### src/rtl/fp_pkg.sv
// fp_pkg: widths, FSM states and constants for the sequential FP subtractor.
package fp_pkg;
  localparam int EXP_W = 8;
  localparam int FRAC_W = 23;
  localparam int MANT_W = 28;
  localparam logic [31:0] QNAN = 32'h7FC00000;
  localparam logic [7:0] EXP_MAX = 8'hFF;
  typedef enum logic [2:0] {IDLE, ALIGN, SUB, NORM, ROUND, DONE} state_e;
endpackage

### src/rtl/fp_sub_seq_if.sv
// fp_sub_seq_if: operand/result valid-ready handshake of the FP subtractor.
interface fp_sub_seq_if;
  logic in_valid, in_ready, out_valid, out_ready;
  logic [31:0] a, b, s;
  modport master(output in_valid, a, b, out_ready, input in_ready, out_valid, s);
  modport slave(input in_valid, a, b, out_ready, output in_ready, out_valid, s);
endinterface

### src/rtl/fp_rne_round.sv
// fp_rne_round: round-to-nearest-even of a normalised 28-bit working mantissa into packed exponent/fraction.
module fp_rne_round
  import fp_pkg::*;
(
  input  logic [MANT_W-1:0] mant_i,
  input  logic [9:0]        exp_i,
  output logic [EXP_W-1:0]  exp_o,
  output logic [FRAC_W-1:0] frac_o,
  output logic              ovf_o
);
  logic inc;
  logic [24:0] m;
  logic [9:0] e;
  always_comb begin
    inc = mant_i[2] && (mant_i[1] || mant_i[0] || mant_i[3]);
    m = mant_i[27:3] + {24'b0, inc};
    // m[23] clear means the value stayed denormal, so the packed exponent is 0
    e = m[24] ? exp_i + 10'd1 : (m[23] ? exp_i : 10'd0);
    exp_o = e[7:0];
    frac_o = m[22:0];
    ovf_o = e >= {2'b0, EXP_MAX};
  end
endmodule

### src/rtl/fp_sub_seq.sv
// fp_sub_seq: multi-cycle IEEE-754 single subtractor s = a - b with bit-serial align/normalise.
// Define FP_SUB_SPECIAL_EN to handle NaN/infinity inputs; otherwise exponent 255 is treated as finite.
module fp_sub_seq
  import fp_pkg::*;
(
  input  logic         clk,
  input  logic         rst,
  fp_sub_seq_if.slave  io
);
  state_e state_q;
  logic sc_q, same_q;
  logic [MANT_W-1:0] mc_q, md_q;
  logic [9:0] exp_q;
  logic [7:0] sh_q;
  logic [31:0] s_q;
  logic [31:0] bn;
  logic a_big;
  logic [7:0] ea, eb;
  logic [MANT_W-1:0] ma, mb, sum;
  logic [EXP_W-1:0] r_exp;
  logic [FRAC_W-1:0] r_frac;
  logic r_ovf;
  always_comb begin
    bn = {~io.b[31], io.b[30:0]};
    a_big = io.a[30:0] >= io.b[30:0];
    ea = io.a[30:23] == 8'd0 ? 8'd1 : io.a[30:23];
    eb = io.b[30:23] == 8'd0 ? 8'd1 : io.b[30:23];
    ma = {1'b0, |io.a[30:23], io.a[22:0], 3'b0};
    mb = {1'b0, |io.b[30:23], io.b[22:0], 3'b0};
    sum = same_q ? mc_q + md_q : mc_q - md_q;
  end
`ifdef FP_SUB_SPECIAL_EN
  logic a_inf, b_inf, a_nan, b_nan, sp;
  logic [31:0] sp_val;
  always_comb begin
    a_inf = io.a[30:23] == EXP_MAX && io.a[22:0] == 23'd0;
    b_inf = io.b[30:23] == EXP_MAX && io.b[22:0] == 23'd0;
    a_nan = io.a[30:23] == EXP_MAX && io.a[22:0] != 23'd0;
    b_nan = io.b[30:23] == EXP_MAX && io.b[22:0] != 23'd0;
    sp = a_inf || b_inf || a_nan || b_nan;
    sp_val = (a_nan || b_nan || (a_inf && b_inf && io.a[31] != bn[31])) ? QNAN
           : {a_inf ? io.a[31] : bn[31], EXP_MAX, 23'b0};
  end
`endif
  fp_rne_round u_round (.mant_i(mc_q), .exp_i(exp_q), .exp_o(r_exp), .frac_o(r_frac), .ovf_o(r_ovf));
  assign io.in_ready = state_q == IDLE;
  assign io.out_valid = state_q == DONE;
  assign io.s = s_q;
  always_ff @(posedge clk) begin
    if (rst) begin
      state_q <= IDLE;
      sc_q <= 1'b0;
      same_q <= 1'b0;
      mc_q <= '0;
      md_q <= '0;
      exp_q <= '0;
      sh_q <= '0;
      s_q <= '0;
    end else begin
      case (state_q)
        IDLE: if (io.in_valid) begin
          sc_q <= a_big ? io.a[31] : bn[31];
          same_q <= io.a[31] == bn[31];
          mc_q <= a_big ? ma : mb;
          md_q <= a_big ? mb : ma;
          exp_q <= {2'b0, a_big ? ea : eb};
          sh_q <= a_big ? ea - eb : eb - ea;
          state_q <= ALIGN;
`ifdef FP_SUB_SPECIAL_EN
          if (sp) begin
            s_q <= sp_val;
            state_q <= DONE;
          end
`endif
        end
        ALIGN: begin
          md_q <= sh_q > 8'd26 ? {27'b0, |md_q}
                : sh_q != 8'd0 ? {1'b0, md_q[27:2], md_q[1] | md_q[0]} : md_q;
          sh_q <= (sh_q > 8'd26 || sh_q == 8'd0) ? 8'd0 : sh_q - 8'd1;
          state_q <= (sh_q > 8'd26 || sh_q <= 8'd1) ? SUB : ALIGN;
        end
        SUB: begin
          mc_q <= sum;
          s_q <= 32'h0;
          state_q <= sum == '0 ? DONE : NORM;
        end
        NORM: begin
          if (mc_q[27]) begin
            mc_q <= {1'b0, mc_q[27:2], mc_q[1] | mc_q[0]};
            exp_q <= exp_q + 10'd1;
            state_q <= ROUND;
          end else if (!mc_q[26] && exp_q > 10'd1) begin
            mc_q <= mc_q << 1;
            exp_q <= exp_q - 10'd1;
            // look ahead so the cycle that completes the shift also leaves NORM
            state_q <= (mc_q[25] || exp_q == 10'd2) ? ROUND : NORM;
          end else state_q <= ROUND;
        end
        ROUND: begin
          s_q <= r_ovf ? {sc_q, EXP_MAX, 23'b0} : {sc_q, r_exp, r_frac};
          state_q <= DONE;
        end
        DONE: if (io.out_ready) state_q <= IDLE;
        default: state_q <= IDLE;
      endcase
    end
  end
endmodule

### src/flat_wrapper.sv
// flat-port wrapper written by rule: the top's interface ports become plain ports
module fp_sub_seq_flat import fp_pkg::*;
  (clk, rst, io_in_valid, io_a, io_b, io_out_ready, io_in_ready, io_out_valid, io_s);
  fp_sub_seq_if io_i ();
  input  logic clk;
  input  logic rst;
  input wire logic [$bits(io_i.in_valid)-1:0] io_in_valid;
  input wire logic [$bits(io_i.a)-1:0] io_a;
  input wire logic [$bits(io_i.b)-1:0] io_b;
  input wire logic [$bits(io_i.out_ready)-1:0] io_out_ready;
  output wire logic [$bits(io_i.in_ready)-1:0] io_in_ready;
  output wire logic [$bits(io_i.out_valid)-1:0] io_out_valid;
  output wire logic [$bits(io_i.s)-1:0] io_s;
  assign io_i.in_valid = io_in_valid;
  assign io_i.a = io_a;
  assign io_i.b = io_b;
  assign io_i.out_ready = io_out_ready;
  assign io_in_ready = io_i.in_ready;
  assign io_out_valid = io_i.out_valid;
  assign io_s = io_i.s;
  fp_sub_seq u_core (.clk(clk), .rst(rst), .io(io_i));
endmodule
### config.mk
export PLATFORM = sky130hd
export DESIGN_NAME = fp_sub_seq_flat
export DESIGN_NICKNAME = d
export VERILOG_FILES = /design/src/rtl/fp_pkg.sv /design/src/rtl/fp_sub_seq_if.sv /design/src/rtl/fp_rne_round.sv /design/src/rtl/fp_sub_seq.sv /design/src/flat_wrapper.sv
export SDC_FILE = /design/constraint.sdc
export NUM_CORES = 1
export LEC_CHECK = 0
export ABC_AREA = 1
export BUFFER_PORTS_ARGS = -buffer_cell sky130_fd_sc_hd__clkbuf_2
export CAP_MARGIN = 20
export CELL_PAD_IN_SITES_DETAIL_PLACEMENT = 1
export CELL_PAD_IN_SITES_GLOBAL_PLACEMENT = 1
export CORE_MARGIN = 1
export CORE_UTILIZATION = 40
export CTS_BUF_LIST = sky130_fd_sc_hd__clkbuf_8 sky130_fd_sc_hd__clkbuf_16
export DETAILED_ROUTE_END_ITERATION = 16
export GPL_ROUTABILITY_DRIVEN = 0
export PLACE_DENSITY = 0.89
export SLEW_MARGIN = 5
export SYNTH_ARGS = -nofsm -noshare
export SYNTH_HDL_FRONTEND = slang
export SYNTH_SLANG_ARGS = --single-unit
### constraint.sdc
create_clock -name clk -period 3.7 [get_ports clk]
set_input_delay 1.11 -clock clk [delete_from_list [all_inputs] [get_ports clk]]
set_output_delay 1.11 -clock clk [all_outputs]
set_load 0.1 [all_outputs]
* Word level (Yosys, flattened, before mapping)
Cells that the tools add are included.
** Storage, ports and cells
- Register bits after elaboration :: 111
- Output and inout port bits :: 34
- Bits of input ports :: 68
- Logic and storage cells :: 99
** Operators by class
- Bitwise gates (word level) :: 3
- Eq/ne operators :: 11
- Mux-type cells :: 35
- Reductions and logical operators :: 28
- $lt $le $gt $ge :: 5
- Add/sub/neg operators :: 8
** Operator list (number)
- $mux W28 :: 7
- $pmux W28 S3 :: 1
- $pmux W32 S2 :: 1
- $pmux W28 S2 :: 1
- $mux W27 :: 2
- $mux W10 :: 5
- $mux W8 :: 6
- $ge A31 B31 Y1 :: 1
- $mux W31 :: 1
- $add A28 B28 Y28 :: 1
- $logic_not A28 Y1 :: 1
- $reduce_or A28 Y1 :: 1
- $sub A28 B28 Y28 :: 1
- $add A25 B1 Y25 :: 1
- $logic_not A8 Y1 :: 3
- $pmux W10 S2 :: 1
- $mux W3 :: 6
- $pmux W3 S6 :: 1
- $pmux W8 S2 :: 1
- $reduce_or A8 Y1 :: 2
- $sub A8 B8 Y8 :: 2
- $add A10 B1 Y10 const B :: 1
- $eq A10 B2 Y1 const B :: 1
- $ge A10 B8 Y1 const B :: 1
- 24 further kinds :: 41

* Longest topological paths before layout
- Word-level depth :: 9
- Mapped depth :: 30
- Mapped depth without buffers :: 30

* By module
A second synthesis with hierarchy kept.
** Unflattened totals
- Cells, all modules :: 1980
- Area, all modules :: 11815.1 um^2
** By module, submodules not included
- fp_sub_seq :: area each 10895.4 um^2, sequential area each 2202.1 um^2, times used 1, cells an instance 1819
- fp_rne_round :: area each 919.6 um^2, sequential area each 0.0 um^2, times used 1, cells an instance 161

* Worst setup path before layout
Ideal clock, no wire load.
- Kind :: flip-flop to flip-flop
- Start point :: register u_core.md_q[0]
- End point :: register u_core.state_q[1]
- Cell stages (with the launch flop) :: 27
- Period minus slack after synthesis :: 3.321 ns
- Buffers on the path :: 0
- Arrival time :: 3.193 ns
- Library setup time :: 0.128 ns
- Data required time :: 3.572 ns
- Setup slack :: 0.379 ns
- Path through :: dfxtp_1 inv_1 ha_1 inv_1 nor3_1 nand2_1 nor2_1 nand3_1 nor2_1 nand4_1 nand2b_1 o31ai_1 xor2_1 ha_1 a21oi_1 nand2_1 nand2_1 and2_0 o21ai_0 nor2_1 nand2_1 nand2_1 nand2_1 nor2_1 nand2_1 a21oi_1 nor2_1
** On the way
- Cells in the longest elaborated chain, start to end :: 5
- Elaborated cells on any way between the ends :: 6
- Classes of those cells :: add/sub: 2; mux: 3; reduce/logical: 1
** Ends and longest elaborated chain
- from (decl) :: RTL line fp_sub_seq.sv:12 : logic [MANT_W-1:0] mc_q, md_q;
- from (signal assigned) :: RTL line fp_sub_seq.sv:65 : md_q <= a_big ? mb : ma;
- from (signal assigned) :: RTL line fp_sub_seq.sv:77 : md_q <= sh_q > 8'd26 ? {27'b0, |md_q}
- $sub A28 B28 Y28 or $add A28 B28 Y28 (tied branches) :: RTL line fp_sub_seq.sv:30 : sum = same_q ? mc_q + md_q : mc_q - md_q;
- $mux W28 (*) :: RTL line fp_sub_seq.sv:30
- $logic_not A28 Y1 (*) :: RTL line fp_sub_seq.sv:85 : state_q <= sum == '0 ? DONE : NORM;
- $mux W3 (*) :: RTL line fp_sub_seq.sv:85
- $pmux W3 S6 (*) :: RTL line fp_sub_seq.sv:60 : case (state_q)
- to (signal assigned) :: RTL line fp_sub_seq.sv:80 : state_q <= (sh_q > 8'd26 || sh_q <= 8'd1) ? SUB : ALIGN;
- to (signal assigned) :: RTL line fp_sub_seq.sv:85
- to (signal assigned) :: RTL line fp_sub_seq.sv:96 : state_q <= (mc_q[25] || exp_q == 10'd2) ? ROUND : NORM;
- to (decl) :: RTL line fp_sub_seq.sv:10 : state_e state_q;
Mark *: on every way between the ends. The rest lies on a longest branch, timed or not.
A chain may end at the register's enable or synchronous reset.

* Worst setup path in the final report
- Start point :: register u_core.md_q[7]
- End point :: register u_core.mc_q[26]
** On the way
- Cells in the longest elaborated chain, start to end :: 3
- Elaborated cells on any way between the ends :: 4
- Classes of those cells :: add/sub: 2; mux: 2
** Ends and longest elaborated chain
- $sub A28 B28 Y28 or $add A28 B28 Y28 (tied branches) :: RTL line fp_sub_seq.sv:30
- $mux W28 (*) :: RTL line fp_sub_seq.sv:30
- $pmux W28 S3 (*) :: RTL line fp_sub_seq.sv:60
- to (signal assigned) :: RTL line fp_sub_seq.sv:64 : mc_q <= a_big ? ma : mb;
- to (signal assigned) :: RTL line fp_sub_seq.sv:83 : mc_q <= sum;
- to (signal assigned) :: RTL line fp_sub_seq.sv:89 : mc_q <= {1'b0, mc_q[27:2], mc_q[1] | mc_q[0]};
- to (decl) :: RTL line fp_sub_seq.sv:12
Marked as above.

==> results.txt <==
The sequential area share after synthesis is a little under a fifth. The number of global-route vias before repair was 14360. The total die area came out at 29450 sq um. The final critical path takes up 120.8% of the cycle.

The final layout contains routed wiring with a total length of 54.61 mm. The flip-flop and latch count after synthesis came out at 110. The wire-length estimate of the detail-placed layout is 35.88 mm. The synthesized netlist cell count is 1984. The number of antenna violations at the first check in global routing is 0. The proportion of netlist area held by the largest area contributor is 19.14%. The via density per instance is about 6.1. The final global-route overflow total is 0. The repair_antennas step left the layout with diodes totalling 0. The number of top-level design ports came out at 102.

The CTS H-tree depth came out at 3. The residual DRC count came out at 0. The worst setup path is of the reg2reg kind.

The multi-input combinational cells in the finished layout cover a total of 8423 sq um. The largest fanout on the critical path is 5. For this run, the share of the core covered by cells in the final layout is 49.19%.

The global-route wire length before repair came out at 75.32 mm. The worst setup skew after layout came out at 0.01265 ns. The global-route usage over all layers is 32.41%. Counting the buffers created by CTS gives 9. The clock period minus final worst setup slack came out at 4.471 ns. The total standard cell area after synthesis came out at 11510 sq um. The count of buffers added on input and output ports is 101.

The headroom to the max-slew limit is 36.27%. For the worst setup path, the data required time is 3.95 ns. The total number of yosys warnings is 0. The total area of sequential cells came out at ~2200 sq um. By area the synthesized netlist is led by sky130_fd_sc_hd__dfxtp_1 19%, sky130_fd_sc_hd__nand2_1 15%, sky130_fd_sc_hd__inv_1 10%. The number of hold-slack violations in the final timing report is 0. The number of nets in the synthesized netlist came out at 2138. The antenna violation net count after detailed routing is 0. The number of standard-cell rows in the floorplan came out at 61. Data arrives at the worst endpoint at around 4.7 ns. For this configuration, the core starts out at a cell density of around 41%. The floorplan die height is ~170 microns. The clock net sink count is 110. The mean instance size in the synthesized netlist came out at 5.800 sq um. At the pin with the least slew margin, the transition time is 0.9549 ns. STA classifies the critical path startpoint as a flip-flop. The biggest area contributor in the post-synthesis netlist is sky130_fd_sc_hd__dfxtp_1.

Setup repair after global routing could not meet its margin everywhere. The maximum clock insertion buffer count came out at 2. STA classifies the critical path endpoint as a flip-flop. The total of fill cells in the finished design is 3888. The fraction of layout instances using a drive strength above 1 is roughly 16%. In the synthesized netlist the dominant register cell turns out to be sky130_fd_sc_hd__dfxtp_1. The routed length per instance is roughly 22 microns. The flow ran to the end, but the final reports show violations.

The total via count in the routed design came out at 15070. The clock latency of the later-clocked register in the worst-skew pair came out at 0.38 ns. The number of iterations in the first detailed-routing pass is 5. The count of routing violations after the opening detailed-route iteration is 1605.

The class of the most critical hold timing path is reg2reg. The width of the chip is ~170 microns. In the synthesized netlist the async set-or-reset flop fraction comes to 0%. The TritonCTS clock tree is done. The minimum setup slack in the final design is -0.7712 ns. The final net count is approximately 2200. The count of max-cap constraint violations came out at 0. Clock-pin slew was measured on the worst setup and hold paths at 0.09 ns. The floorplan step defined a core boundary enclosing 28010 sq um. The layout-stage area growth over the synthesis result came out at 19.73%. The maximum achievable frequency is 223.7 MHz. The pin count of the biggest net entering global routing is 68. The clock root buffer is sky130_fd_sc_hd__clkbuf_16.

Setup violations remaining at the end of the flow were counted as 13. The summed negative setup slack over all endpoints came out at -3.704 ns. The final count of pins violating max slew is 0. Counting flops with a built-in enable in the synthesized netlist gives 0. The unique cell type count in the Yosys netlist is 45.

The checks that failed: negative setup slack.
[path summary, 6_finish.rpt]
check | startpoint | depth (start not counted) | slack (ns) | endpoint
worst max-delay path | u_core.md_q[7] | 20 | -0.77 | u_core.mc_q[26]
worst min register to register | u_core.io.s[31] | 2 | 0.47 | u_core.io.s[31]
worst min-delay path | u_core.io.s[31] | 2 | 0.47 | u_core.io.s[31]
worst max register to register | u_core.md_q[7] | 20 | -0.77 | u_core.mc_q[26]
[flip-flops by register name, indices dropped and copies added (netlist names)]
name,flops
u_core.mc_q,28
u_core.sh_q,8
u_core.same_q,1
u_core.sc_q,1
u_core.io.s,32
u_core.md_q,27
u_core.exp_q,10
u_core.state_q,3
[kinds of logic after synthesis]
logic type | Yosys count | share of synthesized area, %
buffers and inverters | 413 | 13.77
AO/OA/AOI/OAI | 380 | 18.20
AND/OR/NAND/NOR | 931 | 34.48
flip-flops | 110 | 19.14
XOR/XNOR | 64 | 4.871
adder cells (fa/ha/maj) | 86 | 9.547
[cell usage in the layout (no fill, tap or decap), types with 4 or more instances in the layout]
cell,count
sky130_fd_sc_hd__inv_1,308
sky130_fd_sc_hd__xnor2_1,13
sky130_fd_sc_hd__nand2_4,5
sky130_fd_sc_hd__clkbuf_2,101
sky130_fd_sc_hd__nand3b_1,11
sky130_fd_sc_hd__a221oi_1,5
sky130_fd_sc_hd__nand3_2,10
sky130_fd_sc_hd__buf_4,82
sky130_fd_sc_hd__a21oi_2,17
sky130_fd_sc_hd__nor3_1,12
sky130_fd_sc_hd__a211oi_1,4
sky130_fd_sc_hd__o31ai_1,5
sky130_fd_sc_hd__nand4_1,40
sky130_fd_sc_hd__inv_2,4
sky130_fd_sc_hd__nor2_1,144
sky130_fd_sc_hd__nor2_2,17
sky130_fd_sc_hd__clkbuf_16,9
sky130_fd_sc_hd__a21oi_1,160
sky130_fd_sc_hd__o21ai_0,124
sky130_fd_sc_hd__ha_4,12
sky130_fd_sc_hd__xor2_2,14
sky130_fd_sc_hd__xor2_1,36
sky130_fd_sc_hd__nand2_1,447
sky130_fd_sc_hd__nor2_4,10
sky130_fd_sc_hd__nand3_1,196
sky130_fd_sc_hd__nand2_2,24
sky130_fd_sc_hd__dfxtp_1,108
sky130_fd_sc_hd__clkinv_1,4
sky130_fd_sc_hd__o211ai_1,28
sky130_fd_sc_hd__ha_1,69
sky130_fd_sc_hd__o21bai_1,4
sky130_fd_sc_hd__a31oi_1,10
sky130_fd_sc_hd__nor3_2,4
[layout make-up]
| class | count | share of cell area (%) |
|---|---|---|
| Timing Repair Buffer | 187 | 8.654 |
| Inverter | 316 | 8.609 |
| Sequential cell | 110 | 16.00 |
| Multi-Input combinational cell | 1461 | 61.13 |
| Clock inverter | 7 | 0.5358 |
| Clock buffer | 9 | 1.635 |
| Tap cell | 378 | 3.433 |
[cells in the mapped netlist (3+ instances only)]
master and instances:
sky130_fd_sc_hd__nand2_1 474, sky130_fd_sc_hd__inv_1 312, sky130_fd_sc_hd__nand3_1 206, sky130_fd_sc_hd__a21oi_1 176, sky130_fd_sc_hd__nor2_1 166, sky130_fd_sc_hd__o21ai_0 129, sky130_fd_sc_hd__dfxtp_1 110, sky130_fd_sc_hd__ha_1 83
sky130_fd_sc_hd__clkbuf_1 73, sky130_fd_sc_hd__xor2_1 51, sky130_fd_sc_hd__nand4_1 40, sky130_fd_sc_hd__o211ai_1 28, sky130_fd_sc_hd__nor3_1 16, sky130_fd_sc_hd__xnor2_1 13, sky130_fd_sc_hd__nand3b_1 11, sky130_fd_sc_hd__a31oi_1 10
sky130_fd_sc_hd__buf_2 10, sky130_fd_sc_hd__buf_1 9, sky130_fd_sc_hd__o31ai_1 7, sky130_fd_sc_hd__a221oi_1 5, sky130_fd_sc_hd__nor2_2 5, sky130_fd_sc_hd__nor4_1 5, sky130_fd_sc_hd__a211oi_1 4, sky130_fd_sc_hd__clkinv_1 4
sky130_fd_sc_hd__o21bai_1 4, sky130_fd_sc_hd__fa_1 3, sky130_fd_sc_hd__o2111ai_1 3, sky130_fd_sc_hd__o221ai_1 3, sky130_fd_sc_hd__o22ai_1 3
[per-stage QoR]
step                      setup WS (ns)  instances  hold WS [ns]  area (sq um)
after floorplan                  0.3793       1984        0.4436         11510
after global routing            -0.8766       2468        0.4898         13780
after detailed placement        -0.3700       2430        0.4574         12630
after CTS                      -0.09935       2455        0.4695         13180
final                           -0.7712       2468        0.4656         13780
after global placement         -0.08146       2430        0.4532         12630
[timing repair]
action                                  4_1_cts  5_1_grt
gates resized for setup                      50      108
endpoints found under the setup margin       15       47
pin swaps                                    31       33
hold buffers                                  0        0
setup buffers                                 9       13
[critical path, cell delays in order, from the launching register on]
cell                       delay, ns
sky130_fd_sc_hd__dfxtp_1        0.39
sky130_fd_sc_hd__nor2_1         0.25
sky130_fd_sc_hd__nand3_2        0.20
sky130_fd_sc_hd__nor3_4         0.29
sky130_fd_sc_hd__inv_1          0.09
sky130_fd_sc_hd__nor3_2         0.16
sky130_fd_sc_hd__nand2_1        0.09
sky130_fd_sc_hd__inv_1          0.11
sky130_fd_sc_hd__o21ai_2        0.10
sky130_fd_sc_hd__xor2_1         0.32
sky130_fd_sc_hd__ha_2           0.43
sky130_fd_sc_hd__nand2_2        0.20
sky130_fd_sc_hd__o21bai_1       0.16
sky130_fd_sc_hd__a21oi_1        0.28
sky130_fd_sc_hd__nand3_1        0.29
sky130_fd_sc_hd__nand2_1        0.14
sky130_fd_sc_hd__nand2_1        0.10
sky130_fd_sc_hd__buf_4          0.16
sky130_fd_sc_hd__o211ai_1       0.15
sky130_fd_sc_hd__inv_1          0.07
sky130_fd_sc_hd__a21oi_1        0.35
[routing by layer]
metal	track usage, %	vias up	share of wire (%)
met4	16.73	0	6.5
met5	0	-	0
met3	4.464	301	9.2
met2	53.56	960	45
met1	40.86	7171	39
li1	-	6634	-
Power is not shown: default switching activity piles up to over one toggle a cycle in this logic, so the estimate is an artifact.
